--- config.mk ---
export PLATFORM = sky130hd
export DESIGN_NAME = compressor_tree_23x23
export DESIGN_NICKNAME = d
export VERILOG_FILES = /design/src/rtl/compressor_pkg.sv /design/src/rtl/full_adder.sv /design/src/rtl/compressor_tree_23x23.sv
export SDC_FILE = /design/constraint.sdc
export NUM_CORES = 1
export LEC_CHECK = 0
export CORE_AREA = 2 2 214 216
export DETAILED_ROUTE_END_ITERATION = 7
export DIE_AREA = 0 0 216 218
export PLACE_DENSITY = 0.57
export REMOVE_ABC_BUFFERS = 1
export SYNTH_ARGS = -nofsm -noshare
export SYNTH_HDL_FRONTEND = slang
export SYNTH_SLANG_ARGS = --single-unit
--- constraint.sdc ---
create_clock -name clk -period 20.1 [get_ports clk]
set_input_delay 4.02 -clock clk [delete_from_list [all_inputs] [get_ports clk]]
set_output_delay 4.02 -clock clk [all_outputs]
set_load 0.01 [all_outputs]
--- src/rtl/compressor_pkg.sv ---
// Shared shape constants and types for the 23x23 bit-heap compressor.
package compressor_pkg;

  localparam int unsigned N_COLS = 23;
  localparam int unsigned COL_H  = 23;
  localparam int unsigned OUT_W  = 28;

  typedef logic [COL_H-1:0] col_t;
  typedef logic [OUT_W-1:0] sum_t;

endpackage

--- src/rtl/full_adder.sv ---
// 3:2 counter used as the basic cell of the reduction tree.
module full_adder (
  input  logic a,
  input  logic b,
  input  logic cin,
  output logic s,
  output logic cout
);

  assign s    = a ^ b ^ cin;
  assign cout = (a & b) | (a & cin) | (b & cin);

endmodule

--- src/rtl/compressor_tree_23x23.sv ---
// Registered bit-heap compressor: sum over k of popcount(src_k) * 2^k, one cycle latency.
module compressor_tree_23x23
  import compressor_pkg::*;
(
  input  logic             clk,
  input  logic             rst,
  input  logic [COL_H-1:0] src0,
  input  logic [COL_H-1:0] src1,
  input  logic [COL_H-1:0] src2,
  input  logic [COL_H-1:0] src3,
  input  logic [COL_H-1:0] src4,
  input  logic [COL_H-1:0] src5,
  input  logic [COL_H-1:0] src6,
  input  logic [COL_H-1:0] src7,
  input  logic [COL_H-1:0] src8,
  input  logic [COL_H-1:0] src9,
  input  logic [COL_H-1:0] src10,
  input  logic [COL_H-1:0] src11,
  input  logic [COL_H-1:0] src12,
  input  logic [COL_H-1:0] src13,
  input  logic [COL_H-1:0] src14,
  input  logic [COL_H-1:0] src15,
  input  logic [COL_H-1:0] src16,
  input  logic [COL_H-1:0] src17,
  input  logic [COL_H-1:0] src18,
  input  logic [COL_H-1:0] src19,
  input  logic [COL_H-1:0] src20,
  input  logic [COL_H-1:0] src21,
  input  logic [COL_H-1:0] src22,
  output logic             dst0,
  output logic             dst1,
  output logic             dst2,
  output logic             dst3,
  output logic             dst4,
  output logic             dst5,
  output logic             dst6,
  output logic             dst7,
  output logic             dst8,
  output logic             dst9,
  output logic             dst10,
  output logic             dst11,
  output logic             dst12,
  output logic             dst13,
  output logic             dst14,
  output logic             dst15,
  output logic             dst16,
  output logic             dst17,
  output logic             dst18,
  output logic             dst19,
  output logic             dst20,
  output logic             dst21,
  output logic             dst22,
  output logic             dst23,
  output logic             dst24,
  output logic             dst25,
  output logic             dst26,
  output logic             dst27
);

  localparam int unsigned NStages = COL_H - 1;

  col_t src [N_COLS];
  sum_t rows [COL_H];
  sum_t ps [NStages];
  sum_t pc [NStages];
  sum_t sum_d, sum_q;

  assign src[0]  = src0;
  assign src[1]  = src1;
  assign src[2]  = src2;
  assign src[3]  = src3;
  assign src[4]  = src4;
  assign src[5]  = src5;
  assign src[6]  = src6;
  assign src[7]  = src7;
  assign src[8]  = src8;
  assign src[9]  = src9;
  assign src[10] = src10;
  assign src[11] = src11;
  assign src[12] = src12;
  assign src[13] = src13;
  assign src[14] = src14;
  assign src[15] = src15;
  assign src[16] = src16;
  assign src[17] = src17;
  assign src[18] = src18;
  assign src[19] = src19;
  assign src[20] = src20;
  assign src[21] = src21;
  assign src[22] = src22;

  // Transpose the dot array: row r holds bit r of every column at its column weight.
  always_comb begin
    for (int r = 0; r < COL_H; r++) begin
      rows[r] = '0;
      for (int k = 0; k < N_COLS; k++) begin
        rows[r][k] = src[k][r];
      end
    end
  end

  // First two rows merge through a layer of half adders.
  assign ps[0] = rows[0] ^ rows[1];
  assign pc[0] = (rows[0] & rows[1]) << 1;

  // Each further row is folded into the redundant (sum, carry) pair by a row of full adders.
  // The carry out of the top column is always 0 because the total fits in OUT_W bits.
  for (genvar s = 1; s < NStages; s++) begin : g_stage
    logic [OUT_W-2:0] cy;
    for (genvar b = 0; b < OUT_W - 1; b++) begin : g_bit
      full_adder u_fa (
        .a    (ps[s-1][b]),
        .b    (pc[s-1][b]),
        .cin  (rows[s+1][b]),
        .s    (ps[s][b]),
        .cout (cy[b])
      );
    end
    assign ps[s][OUT_W-1] = ps[s-1][OUT_W-1] ^ pc[s-1][OUT_W-1] ^ rows[s+1][OUT_W-1];
    assign pc[s]          = {cy, 1'b0};
  end

  assign sum_d = ps[NStages-1] + pc[NStages-1];

  always_ff @(posedge clk) begin
    if (rst) begin
      sum_q <= '0;
    end else begin
      sum_q <= sum_d;
    end
  end

  assign dst0  = sum_q[0];
  assign dst1  = sum_q[1];
  assign dst2  = sum_q[2];
  assign dst3  = sum_q[3];
  assign dst4  = sum_q[4];
  assign dst5  = sum_q[5];
  assign dst6  = sum_q[6];
  assign dst7  = sum_q[7];
  assign dst8  = sum_q[8];
  assign dst9  = sum_q[9];
  assign dst10 = sum_q[10];
  assign dst11 = sum_q[11];
  assign dst12 = sum_q[12];
  assign dst13 = sum_q[13];
  assign dst14 = sum_q[14];
  assign dst15 = sum_q[15];
  assign dst16 = sum_q[16];
  assign dst17 = sum_q[17];
  assign dst18 = sum_q[18];
  assign dst19 = sum_q[19];
  assign dst20 = sum_q[20];
  assign dst21 = sum_q[21];
  assign dst22 = sum_q[22];
  assign dst23 = sum_q[23];
  assign dst24 = sum_q[24];
  assign dst25 = sum_q[25];
  assign dst26 = sum_q[26];
  assign dst27 = sum_q[27];

endmodule

==> results.tsv <==
metric	value	unit
number of stages on the worst setup path	35	
initial core utilization	30.15	%
share of layout cells above drive strength 1	0.6361	%
fillers	4142	
final setup violation count	0	
CTS tree	done	
vias per inst	4.429	
syn_area_per_cell	13.34	um^2
Final ANT Viol Nets	0	
die height	218	um
Slew Limit Headroom	66.59	%
# nets final	2707	
Die X	216	um
H-tree levels	1	
setup TNS	0	ps
synthesized flop and latch total	28	
Max Transition Viols Final	0	
synthesized instance count	1015	
Post-CTS Resized	0	
number of hold buffers added after cts	0	
crit start category	input pin	
Core Region	0.04489	mm^2
Synth-to-Final Area Change	47.66	%
DRT Pass-1 Iters	4	
fmax	59.50	MHz
Worst EP arrival	17000	ps
largest net degree at the start of global routing	38	
family with the most delay on the worst path	adder cells	
max cap viols	0	
Main synth FF type	dfxtp_1	
first-pass GRT wire length	70.88	mm
clk buf depth	2	
M1 GR Usage	22.61	%
vias	9663	
post-synth top area share	69.06	%
busiest layer in global routing	met2	
antenna violations before repair	18	
row count	78	
Post-CTS Setup Repair Bufs	0	
Root Driver	clkbuf_16	
clock period minus worst slack	16810	ps
grt total ovfl	0	
gpl congestion	0.9236	
Final Cycle Share	83.61	%
clock sinks	28	
max reg flops	28	
RSZ-0062 raised after global routing	no	
Top Ports	559	
CTS Buf Count	3	
Initial DRC Count	251	
Placed Instance Area	0.01986	mm^2
Post-synth EDFFs	0	
clk slew on worst S/H paths	80	ps
cell mode on critical path	fa_1	
status	completed	
Buf/Inv on CP	4	
worst min-delay path class	in2reg	
vias in the first global route	11670	
met3 global-route usage	5.509	%
top flop regs	sum_q: 28 flops	
I/O Buffers	558	
DRC Markers	0	
final wirelength	47.66	mm
Worst Path Required	20300	ps
WL/cell	21.84	um
dpl hpwl	46.66	mm
Largest Register	sum_q	
Hold Path Cell Cnt	3	
CP endpoint kind	flip-flop	
Warnings, synthesis	0	
Finished Cell Area	0.01999	mm^2
GR Layer Usage met2	40.89	%
Final Hold Vio Count	0	
number of distinct library cells after synthesis	48	
asr flop ratio synth	0	%
crit path kind	in2reg	
largest fanout on the critical path	5	
Synth area leader	fa_1	
worst slew pin tran	488.6	ps
CP max-delay cell	fa_1	
crit-path max cell delay	520	ps
area of the die	0.04709	mm^2
Global Route Usage Sum	20.74	%
Hold Slack	4496	ps
post-synthesis sequential area ratio	4.141	%
synth top area cells	fa_1 69%, ha_1 13%, inv_1 5.2%, dfxtp_1 4.1%, xnor2_1 1.0%	
area of the mapped netlist	0.01354	mm^2
path summary, 6_finish.rpt:
check	slack, ps	end	start
hold / removal	4500	sum_q[0]	src0[22]
setup / recovery	3290	sum_q[25]	src1[1]
cells by family after synthesis:
| family | after synthesis | share of synthesized area, % |
|---|---|---|
| and+or+nand+nor | 89 | 3.318 |
| xor gates and xnor gates | 26 | 1.682 |
| buffers and inverters | 192 | 5.324 |
| muxes | 4 | 0.3235 |
| adders and majority gates | 603 | 81.63 |
| DFF | 28 | 4.141 |
| AOI/OAI and AO/OA | 73 | 3.577 |
Yosys cell counts (all sizes together), types with 2 or more instances:
cell type,count
fa,467
dfxtp,28
mux2,3
a211oi,7
nor4b,2
and3,4
nor2b,11
xnor2,16
nand3,7
inv,186
nor3,5
o21ai,20
nand2b,6
nor2,34
nand2,12
clkbuf,6
ha,136
o31a,2
o21bai,3
a31oi,2
a21oi,20
o211ai,3
xor2,10
a21o,5
routing by layer:
| layer | routed length, um | vias up |
|---|---|---|
| li1 | - | 4257 |
| met1 | 15990 | 4977 |
| met2 | 27310 | 371 |
| met3 | 3774 | 38 |
| met4 | 442 | 20 |
| met5 | 137 | - |
stage by stage:
stage	util, %	setup WS (ps)	cells
floorplan	-	3981	1009
global placement	44.23	3016	2168
detailed placement	44.23	2964	2168
CTS	44.47	3200	2172
global route	44.50	2989	2177
finish	44.52	3294	2182
layout by cell type (no fill, tap or decap), drive strengths merged, types with 3 or more instances in the layout:
cell type	count
ha	136
inv	186
clkbuf	3
diode	10
nand2b	6
xor2	10
a211oi	7
dfxtp	28
nand2	12
clkdlybuf4s50	558
nor2	34
fa	467
o21bai	3
o211ai	3
o21ai	20
nor3	5
a21o	5
nand3	7
and3	4
nor2b	11
mux2	3
xnor2	16
a21oi	20
final cells by class:
cell class	instances	area [um^2]	area share [%]
Multi-Input combinational cell	795	12260	61.31
Timing Repair Buffer	559	5593	27.98
Tap cell	600	750.7	3.756
Inverter	186	698.2	3.493
Sequential cell	28	560.5	2.804
Clock buffer	3	75.07	0.3756
Clock inverter	1	30.03	0.1502
Antenna cell	10	25.02	0.1252
worst min-delay path: stages:
cell             delay, ps
clkdlybuf4s50_1        460
ha_1                   120
nor2b_1                120
Power is not shown: default switching activity piles up to over one toggle a cycle in this logic, so the estimate is an artifact.
==> edit (same flow settings) <==
Set the package constant `OUT_W` to 42 (it was 28).
--- a/src/rtl/compressor_pkg.sv
+++ b/src/rtl/compressor_pkg.sv
@@ -4,5 +4,5 @@
   localparam int unsigned N_COLS = 23;
   localparam int unsigned COL_H  = 23;
-  localparam int unsigned OUT_W  = 28;
+  localparam int unsigned OUT_W  = 42;
 
   typedef logic [COL_H-1:0] col_t;
Check against the original RTL: not settled (the Yosys comparison gave no result); the edit may change what the design does.
==> edit against the original RTL <==
- global-route usage decreased by 0.65 points
- sequential share of layout area about the same
- routed wire length decreased by 3.1%
- via count decreased by 1.8%
- sequential cell count unchanged
- setup slack got worse by 0.99 ns
- area after synthesis decreased by 0.31%
- cell area decreased by 0.23%
- largest cell class unchanged
Power is left out: the tool's default activity adds up to more than one toggle a clock period on the data nets, which glitch-free logic cannot reach.
==> edit: results (changes against the original RTL) <==
<table>
<tr><th>Metric</th><th>Value</th></tr>
<tr><th colspan="2">Outcome</th></tr>
<tr><td>Run status</td><td>finished, final reports clean (unchanged)</td></tr>
<tr><th colspan="2">STA</th></tr>
<tr><td>Max-Slew Margin vs Limit</td><td>71.7% (was 66.6%)</td></tr>
<tr><th colspan="2">Finish</th></tr>
<tr><td>Area fraction of clock buffers and clock inverters</td><td>0.527% (was 0.526%)</td></tr>
<tr><td>Share of post-route cells with drive strength above 1</td><td>1.28% (was 0.636%)</td></tr>
<tr><td>Proportion of cell area occupied by multi-input gates</td><td>61.2% (was 61.3%)</td></tr>
<tr><td>Diode insertion count for antenna repair</td><td>8 (was 10)</td></tr>
<tr><td>Number of multi-input combinational cells</td><td>777 (was 795)</td></tr>
<tr><td>Relative area of non-clock buffer cells in the final design</td><td>28.0% (about the same)</td></tr>
<tr><td>Post-layout instance count excluding filler cells</td><td>2,165 (was 2,182)</td></tr>
<tr><td>Number of fillers in the final layout</td><td>4,175 (was 4,142)</td></tr>
<tr><th colspan="2">Drt</th></tr>
<tr><td>First DRT Iteration DRCs</td><td>175 (was 251)</td></tr>
<tr><td>Total vias in the final route</td><td>9,492 (was 9,663)</td></tr>
<tr><td>Total met2 wirelength after detailed routing</td><td>26,500 um (was 27,300 um)</td></tr>
<tr><td>Length of routed wiring on met1</td><td>15,400 um (was 16,000 um)</td></tr>
<tr><th colspan="2">Critical path</th></tr>
<tr><td>Largest incremental delay on the critical path</td><td>0.57 ns (was 0.52 ns)</td></tr>
<tr><th colspan="2">Synthesis</th></tr>
<tr><td>Adder-Cell Fraction of Synth Area</td><td>81.9% (was 81.6%)</td></tr>
<tr><td>Synth cell count leaders</td><td>467 x sky130_fd_sc_hd__fa_1, 189 x sky130_fd_sc_hd__inv_1, 136 x sky130_fd_sc_hd__ha_1, 29 x sky130_fd_sc_hd__nor2_1, 28 x sky130_fd_sc_hd__dfxtp_1 (was 467 x sky130_fd_sc_hd__fa_1, 186 x sky130_fd_sc_hd__inv_1, 136 x sky130_fd_sc_hd__ha_1, 34 x sky130_fd_sc_hd__nor2_1, 28 x sky130_fd_sc_hd__dfxtp_1)</td></tr>
<tr><td>Synthesized-area fraction occupied by ao, oa, aoi and oai cells</td><td>3.56% (was 3.58%)</td></tr>
<tr><th colspan="2">Global route</th></tr>
<tr><td>Met2 track demand over resource</td><td>40.3% (was 40.9%)</td></tr>
<tr><td>Overall routing resource usage</td><td>20.1% (was 20.7%)</td></tr>
<tr><td>Global-route wire length before repair</td><td>68,800 um (was 70,900 um)</td></tr>
<tr><td>Number of antenna violations at the first check in global routing</td><td>15 (was 18)</td></tr>
<tr><td>Global-route met1 utilization</td><td>21.4% (was 22.6%)</td></tr>
<tr><td>Number of global-route vias before repair</td><td>11,300 (was 11,700)</td></tr>
<tr><td>GRT met3 Usage</td><td>5.84% (was 5.51%)</td></tr>
<tr><th colspan="2">Placed design</th></tr>
<tr><td>Number of placed instances with taps included</td><td>2,153 (was 2,168)</td></tr>
<tr><td>Global placer's final weighted congestion</td><td>0.932 (was 0.924)</td></tr>
</table>
-- edit: changes by cell type in the layout (fill, tap and decap cells not counted), moves of 3 or more --
cell,change
sky130_fd_sc_hd__a211oi_1,-5
sky130_fd_sc_hd__a21o_1,+5
sky130_fd_sc_hd__and3_1,-4
sky130_fd_sc_hd__inv_1,+3
sky130_fd_sc_hd__mux2_1,-3
sky130_fd_sc_hd__nand2_1,-3
sky130_fd_sc_hd__nand2b_1,+3
sky130_fd_sc_hd__nor2_1,-5
sky130_fd_sc_hd__nor2b_1,-7
sky130_fd_sc_hd__o21ai_1,-6
-- edit: worst paths after layout --
check	slack, ns	end
worst max-delay path	2.31	sum_q[27]
worst min-delay path	4.46	sum_q[0]
-- edit: stage by stage --
step                      setup slack (ns)  util [%]  hold WS, ns
after global placement                2.11      44.1         4.76
after CTS                             2.28      44.4         4.46
after floorplan                       3.08         -         4.09
final                                 2.31      44.4         4.46
after detailed placement              2.02      44.1         4.75
after global routing                  1.85      44.4         4.49
